$ cat src/rtl/time_counter_if.sv
// Control and display bundle between the mode state machine, time_counter and the display driver.
interface time_counter_if;
  logic       EN1HZ;
  logic       EN2HZ;
  logic       sec_resetl;
  logic       min_inc;
  logic       hour_inc;
  logic       sec_onoff;
  logic       min_onoff;
  logic       hour_onoff;
  logic [3:0] SEC1;
  logic [3:0] SEC10;
  logic [3:0] MIN1;
  logic [3:0] MIN10;
  logic [3:0] HOUR1;
  logic [3:0] HOUR10;
  logic       SEC_BLANK;
  logic       MIN_BLANK;
  logic       HOUR_BLANK;

  // Controller / stimulus side: drives enables and commands, observes digits and blanking.
  modport master (
    output EN1HZ, EN2HZ, sec_resetl, min_inc, hour_inc,
    output sec_onoff, min_onoff, hour_onoff,
    input  SEC1, SEC10, MIN1, MIN10, HOUR1, HOUR10,
    input  SEC_BLANK, MIN_BLANK, HOUR_BLANK
  );

  // Counter side.
  modport slave (
    input  EN1HZ, EN2HZ, sec_resetl, min_inc, hour_inc,
    input  sec_onoff, min_onoff, hour_onoff,
    output SEC1, SEC10, MIN1, MIN10, HOUR1, HOUR10,
    output SEC_BLANK, MIN_BLANK, HOUR_BLANK
  );
endinterface

$ cat src/rtl/time_counter.sv
// BCD seconds/minutes/hours counter with set-mode increments and per-field blink blanking.
module time_counter #(
  parameter int unsigned HOURS = 24
) (
  input logic           CLK,
  input logic           RESETL,
  time_counter_if.slave bus
);

  localparam int unsigned HOUR_LAST      = HOURS - 1;
  localparam logic [3:0]  HOUR_LAST_TENS = 4'(HOUR_LAST / 10);
  localparam logic [3:0]  HOUR_LAST_ONES = 4'(HOUR_LAST % 10);
  localparam logic [3:0]  SM_LAST_TENS   = 4'd5;
  localparam logic [3:0]  SM_LAST_ONES   = 4'd9;
  localparam logic [7:0]  SM_LAST        = {SM_LAST_TENS, SM_LAST_ONES};

  // Two-digit BCD increment: ones wraps 9->0 into tens, whole field wraps after its last value.
  function automatic logic [7:0] bcd_inc(input logic [7:0] v,
                                         input logic [3:0] last_tens,
                                         input logic [3:0] last_ones);
    logic [7:0] r;
    if (v == {last_tens, last_ones}) begin
      r = 8'h00;
    end else if (v[3:0] >= 4'd9) begin
      r = {v[7:4] + 4'd1, 4'd0};
    end else begin
      r = {v[7:4], v[3:0] + 4'd1};
    end
    return r;
  endfunction

  logic [7:0] r_sec;
  logic [7:0] r_min;
  logic [7:0] r_hour;
  logic       r_min_inc_q;
  logic       r_hour_inc_q;
  logic       r_blink;

  logic       w_min_edge;
  logic       w_hour_edge;
  logic       w_sec_carry;
  logic       w_min_carry;
  logic [7:0] w_sec_next;
  logic [7:0] w_min_step;
  logic [7:0] w_min_next;
  logic [7:0] w_hour_step;
  logic [7:0] w_hour_next;

  // Rising-edge detect on the set-mode increment levels.
  assign w_min_edge  = bus.min_inc  & ~r_min_inc_q;
  assign w_hour_edge = bus.hour_inc & ~r_hour_inc_q;

  // Seconds: synchronous hold-at-zero has priority; carry only on a real 59->00 tick.
  always_comb begin
    w_sec_next  = r_sec;
    w_sec_carry = 1'b0;
    if (!bus.sec_resetl) begin
      w_sec_next = 8'h00;
    end else if (bus.EN1HZ) begin
      w_sec_next  = bcd_inc(r_sec, SM_LAST_TENS, SM_LAST_ONES);
      w_sec_carry = (r_sec == SM_LAST);
    end
  end

  // Minutes: seconds carry first, then the set edge; only the seconds carry can feed hours.
  always_comb begin
    w_min_step  = r_min;
    w_min_carry = 1'b0;
    if (w_sec_carry) begin
      w_min_step  = bcd_inc(r_min, SM_LAST_TENS, SM_LAST_ONES);
      w_min_carry = (r_min == SM_LAST);
    end
    w_min_next = w_min_step;
    if (w_min_edge) begin
      w_min_next = bcd_inc(w_min_step, SM_LAST_TENS, SM_LAST_ONES);
    end
  end

  // Hours: minute carry and set edge each add one, modulo HOURS; no onward carry.
  always_comb begin
    w_hour_step = r_hour;
    if (w_min_carry) begin
      w_hour_step = bcd_inc(r_hour, HOUR_LAST_TENS, HOUR_LAST_ONES);
    end
    w_hour_next = w_hour_step;
    if (w_hour_edge) begin
      w_hour_next = bcd_inc(w_hour_step, HOUR_LAST_TENS, HOUR_LAST_ONES);
    end
  end

  // Time-of-day registers; the whole carry chain settles in one edge.
  always_ff @(posedge CLK or negedge RESETL) begin
    if (!RESETL) begin
      r_sec  <= 8'h00;
      r_min  <= 8'h00;
      r_hour <= 8'h00;
    end else begin
      r_sec  <= w_sec_next;
      r_min  <= w_min_next;
      r_hour <= w_hour_next;
    end
  end

  // Edge-detect history; cleared so a level already high after reset counts once.
  always_ff @(posedge CLK or negedge RESETL) begin
    if (!RESETL) begin
      r_min_inc_q  <= 1'b0;
      r_hour_inc_q <= 1'b0;
    end else begin
      r_min_inc_q  <= bus.min_inc;
      r_hour_inc_q <= bus.hour_inc;
    end
  end

  // Blink phase toggles at 2 Hz.
  always_ff @(posedge CLK or negedge RESETL) begin
    if (!RESETL) begin
      r_blink <= 1'b0;
    end else if (bus.EN2HZ) begin
      r_blink <= ~r_blink;
    end
  end

  assign bus.SEC1   = r_sec[3:0];
  assign bus.SEC10  = r_sec[7:4];
  assign bus.MIN1   = r_min[3:0];
  assign bus.MIN10  = r_min[7:4];
  assign bus.HOUR1  = r_hour[3:0];
  assign bus.HOUR10 = r_hour[7:4];

  // Blanking follows onoff combinationally so leaving set mode un-blanks at once.
  assign bus.SEC_BLANK  = ~bus.sec_onoff  & r_blink;
  assign bus.MIN_BLANK  = ~bus.min_onoff  & r_blink;
  assign bus.HOUR_BLANK = ~bus.hour_onoff & r_blink;

endmodule

$ cat src/flat_wrapper.sv
// flat-port wrapper written by rule: the top's interface ports become plain ports
module time_counter_flat 
#(
  parameter int unsigned HOURS = 24
)
  (CLK, RESETL, bus_EN1HZ, bus_EN2HZ, bus_sec_resetl, bus_min_inc, bus_hour_inc, bus_sec_onoff, bus_min_onoff, bus_hour_onoff, bus_SEC1, bus_SEC10, bus_MIN1, bus_MIN10, bus_HOUR1, bus_HOUR10, bus_SEC_BLANK, bus_MIN_BLANK, bus_HOUR_BLANK);
  time_counter_if bus_i ();
  input logic CLK;
  input logic RESETL;
  input wire logic [$bits(bus_i.EN1HZ)-1:0] bus_EN1HZ;
  input wire logic [$bits(bus_i.EN2HZ)-1:0] bus_EN2HZ;
  input wire logic [$bits(bus_i.sec_resetl)-1:0] bus_sec_resetl;
  input wire logic [$bits(bus_i.min_inc)-1:0] bus_min_inc;
  input wire logic [$bits(bus_i.hour_inc)-1:0] bus_hour_inc;
  input wire logic [$bits(bus_i.sec_onoff)-1:0] bus_sec_onoff;
  input wire logic [$bits(bus_i.min_onoff)-1:0] bus_min_onoff;
  input wire logic [$bits(bus_i.hour_onoff)-1:0] bus_hour_onoff;
  output wire logic [$bits(bus_i.SEC1)-1:0] bus_SEC1;
  output wire logic [$bits(bus_i.SEC10)-1:0] bus_SEC10;
  output wire logic [$bits(bus_i.MIN1)-1:0] bus_MIN1;
  output wire logic [$bits(bus_i.MIN10)-1:0] bus_MIN10;
  output wire logic [$bits(bus_i.HOUR1)-1:0] bus_HOUR1;
  output wire logic [$bits(bus_i.HOUR10)-1:0] bus_HOUR10;
  output wire logic [$bits(bus_i.SEC_BLANK)-1:0] bus_SEC_BLANK;
  output wire logic [$bits(bus_i.MIN_BLANK)-1:0] bus_MIN_BLANK;
  output wire logic [$bits(bus_i.HOUR_BLANK)-1:0] bus_HOUR_BLANK;
  assign bus_i.EN1HZ = bus_EN1HZ;
  assign bus_i.EN2HZ = bus_EN2HZ;
  assign bus_i.sec_resetl = bus_sec_resetl;
  assign bus_i.min_inc = bus_min_inc;
  assign bus_i.hour_inc = bus_hour_inc;
  assign bus_i.sec_onoff = bus_sec_onoff;
  assign bus_i.min_onoff = bus_min_onoff;
  assign bus_i.hour_onoff = bus_hour_onoff;
  assign bus_SEC1 = bus_i.SEC1;
  assign bus_SEC10 = bus_i.SEC10;
  assign bus_MIN1 = bus_i.MIN1;
  assign bus_MIN10 = bus_i.MIN10;
  assign bus_HOUR1 = bus_i.HOUR1;
  assign bus_HOUR10 = bus_i.HOUR10;
  assign bus_SEC_BLANK = bus_i.SEC_BLANK;
  assign bus_MIN_BLANK = bus_i.MIN_BLANK;
  assign bus_HOUR_BLANK = bus_i.HOUR_BLANK;
  time_counter #(.HOURS(HOURS)) u_core (.CLK(CLK), .RESETL(RESETL), .bus(bus_i));
endmodule
$ cat config.mk
export PLATFORM = sky130hd
export DESIGN_NAME = time_counter_flat
export DESIGN_NICKNAME = d
export VERILOG_FILES = /design/src/rtl/time_counter_if.sv /design/src/rtl/time_counter.sv /design/src/flat_wrapper.sv
export SDC_FILE = /design/constraint.sdc
export NUM_CORES = 1
export LEC_CHECK = 0
export CAP_MARGIN = 0
export CORE_UTILIZATION = 40
export CTS_CLUSTER_SIZE = 14
export DETAILED_ROUTE_END_ITERATION = 16
export GPL_TIMING_DRIVEN = 0
export PLACE_DENSITY = 0.71
export SYNTH_ARGS = -nofsm -noshare
export SYNTH_HDL_FRONTEND = slang
export SYNTH_SLANG_ARGS = --single-unit
$ cat constraint.sdc
create_clock -name CLK -period 8 [get_ports CLK]
set_clock_uncertainty 0.05 [all_clocks]
set_input_delay 0.8 -clock CLK [delete_from_list [all_inputs] [get_ports CLK]]
set_output_delay 0.8 -clock CLK [all_outputs]
set_load 0.05 [all_outputs]
==> flow_metrics.env <==
export IMPL_yosysUniqueCellTypes=53
export IMPL_nets=313
export IMPL_core_area_um2=5110
export IMPL_slew_viol_final=0
export IMPL_met1_length_um=2190
export IMPL_area_growth_syn_to_layout_pct=22.9
export IMPL_io_pins=37
export IMPL_setup_violations=0
export IMPL_yosysWarningCount=0
export IMPL_dr_pass1_iters=4
export IMPL_ys_seq_area_share_pct=31.7
export IMPL_row_count=26
export IMPL_clockBufferDepth=2
export IMPL_critical_path_max_stage_delay_ps=890
export IMPL_cts_buffers=3
export IMPL_clk_latency_ps=280
export IMPL_multiInputGateArea_um2=1370
export IMPL_die_w_um=75.0
export IMPL_ctsHoldBuffers=0
export IMPL_overflow=0
export IMPL_fin_crit_ps=4330
export IMPL_critPathLaunchType="input pin"
export IMPL_grt_pass1_vias=1602
export IMPL_dr_total_vias=1829
export IMPL_synth_avg_cell_area_um2=9.00
export IMPL_max_clock_freq_ghz=0.231
export IMPL_die_h_um=75.0
export IMPL_ys_flop_type="dfrtp_1"
export IMPL_holdWs_ps=461
export IMPL_setup_tns_final_ps=0
export IMPL_yosys_area_top_type="dfrtp_1"
export IMPL_antenna_left=0
export IMPL_synth_nets=272
export IMPL_wl_met3_um=151
export IMPL_hpwl_um=3460
export IMPL_async_flop_share_pct=100
export IMPL_relSlewSlack_pct=32.2
export IMPL_wl_per_cell_um=13.1
export IMPL_start_util_pct=41.8
export IMPL_cts_root_buf="clkbuf_8"
export IMPL_critPathCaptureType="register"
export IMPL_p_seq_share_pct=27.3
export IMPL_period_share_pct=54.2
export IMPL_worstSetupPathType="in2reg"
export IMPL_via_per_inst=5.27
export IMPL_syn_area_um2=2130
export IMPL_worst_pin_slew_ps=1010
export IMPL_p_int_uw=414
export IMPL_required_ps=8100
export IMPL_fp_dieArea_um2=5630
export IMPL_arrival_ps=4430
export IMPL_clkSinkCount=27
export IMPL_cts_setup_buffers=0
export IMPL_final_hold_viol_count=0
export IMPL_synth_edf_count=0
export IMPL_cts_htree_levels=1
export IMPL_p_sw_share_pct=51.6
export IMPL_wl_met2_um=2180
export IMPL_slowest_stage="nor4_1"
export IMPL_seqCellArea_um2=676
export IMPL_synth_seq_cells=27
export IMPL_place_gp_congestion=0.882
export IMPL_grtUsageTotal_pct=17.0
export IMPL_p_per_area_nw_per_um2=326
export IMPL_pwr_share_comb_pct=63.2
export IMPL_cts_resized=0
export IMPL_vdd_drop_max_v=0.000215
export IMPL_syn_inst=237
export IMPL_port_buffers=36
export IMPL_layout_commonest_cell="clkdlybuf4s50_1"
export IMPL_first_iter_violations=103
export IMPL_synth_top_cell_area_share_pct=31.7
export IMPL_p_clk_share_pct=9.6
export IMPL_wirelength_um=4560
export IMPL_synthTopCellsByArea="dfrtp_1 (32%), ha_1 (15%), nor2b_1 (3.8%)"
export IMPL_nFillCells=477
export IMPL_antenna_found_initial=0
export IMPL_highest_signal_layer="met4"
export IMPL_min_path_type="reg2reg"
export IMPL_status="complete, no violations"
export IMPL_crit_fanout=10
export IMPL_maxCapViolCount=0
export IMPL_drcViolationCount=0
export IMPL_antennaDiodeCount=0
export IMPL_path_cells="clkdlybuf4s50_1, nand4_2, nor4_1, nand3_1, o21ai_0, inv_1, ha_1, nor2b_1, a32oi_4, nand2b_1, o41ai_1"
export IMPL_clk_pin_slew_ps=100
export IMPL_cts_tree="yes"
export IMPL_p_total_uw=855
export IMPL_grt_setup_unrepaired="no"
export IMPL_grt_pass1_wl_um=7390
export IMPL_p_leak_uw=0.00111
export IMPL_grt_start_max_net_pins=28
export IMPL_final_cell_mix="clkdlybuf4s50_1 (35), dfrtp_1 (27), ha_1 (25)"
export IMPL_drive_above_1_share_pct=7.22
export IMPL_switchingPower_uw=441
metal layers:
metal | vias up | GRT usage, %
met3 | 4 | 2.01
met4 | 0 | 4.82
li1 | 929 | -
met2 | 34 | 28.2
met5 | - | 0
met1 | 862 | 23.5
layout make-up:
class,count,share of cell area (%)
Tap cell,70,3.34
Clock inverter,1,0.191
Inverter,20,2.86
Clock buffer,3,1.57
Multi-Input combinational cell,187,52.2
Buffer,3,0.477
Sequential cell,27,25.8
Timing Repair Buffer,36,13.5
through the flow:
step                utilization [%]  setup slack, ps  area (um^2)  instances
floorplan                         -             4550         2130        237
global placement               50.5             3510         2580        343
detailed placement             50.5             3380         2580        343
CTS                            51.4             3660         2630        347
global route                   51.3             3230         2620        347
finish                         51.3             3670         2620        347
power groups by stage:
stage	Clock, uW	Combinational, uW	Sequential, uW
6_report	81.8	540	233
5_1_grt	90.0	586	241
4_1_cts	83.2	540	234
3_5_place_dp	0	538	237
3_3_place_gp	0	524	235
2_1_floorplan	0	264	354
logic make-up (layout without fill, tap and decap cells):
logic type	count (synthesis)	after routing	share of synthesized area, %
xor gates and xnor gates	9	9	3.70
adders and majority gates	25	25	14.7
AOI/OAI and AO/OA	46	46	15.9
DFF	27	27	31.7
buffers and inverters	23	63	4.11
muxes	4	4	1.99
and+or+nand+nor	103	103	28.0
worst max-delay path: cells and delay by family:
kind | cells | cell delay [ps]
AOI/OAI and AO/OA | 3 | 890
and+or+nand+nor | 5 | 1710
adders and majority gates | 1 | 220
buffers and inverters | 2 | 810
flip-flops by register name, indices dropped and copies added (netlist names):
name	count
u_core.r_min	8
u_core.r_blink	1
u_core.r_sec	8
u_core.r_hour	8
u_core.r_min_inc_q	1
u_core.r_hour_inc_q	1
final timing paths:
| kind | start | end | slack [ps] | cells past startpoint |
|---|---|---|---|---|
| max | bus_sec_resetl | u_core.r_hour[3]$_DFF_PN0_ | 3670 | 11 |
| min | u_core.r_blink$_DFFE_PN0P_ | u_core.r_blink$_DFFE_PN0P_ | 460 | 1 |
| max reg2reg | u_core.r_sec[1]$_DFFE_PN0P_ | u_core.r_hour[3]$_DFF_PN0_ | 4100 | 12 |
| min reg2reg | u_core.r_blink$_DFFE_PN0P_ | u_core.r_blink$_DFFE_PN0P_ | 460 | 1 |
| max in group asynchronous | RESETL | u_core.r_sec[3]$_DFFE_PN0P_ | 7020 | 1 |
| min in group asynchronous | RESETL | u_core.r_hour_inc_q$_DFF_PN0_ | 480 | 1 |
synthesized netlist by cell type (all sizes together), types with 3 or more instances:
cell type,count
nand4,6
inv,20
nor3,6
nand2b,4
a21oi,6
nand2,18
nor2b,13
and2,7
and3,5
o21ai,14
a22oi,4
a211oi,4
nor2,15
xnor2,7
ha,25
or3b,3
nand3,13
dfrtp,27
a21boi,3
Note: power is estimated with default switching activity, not from simulation.
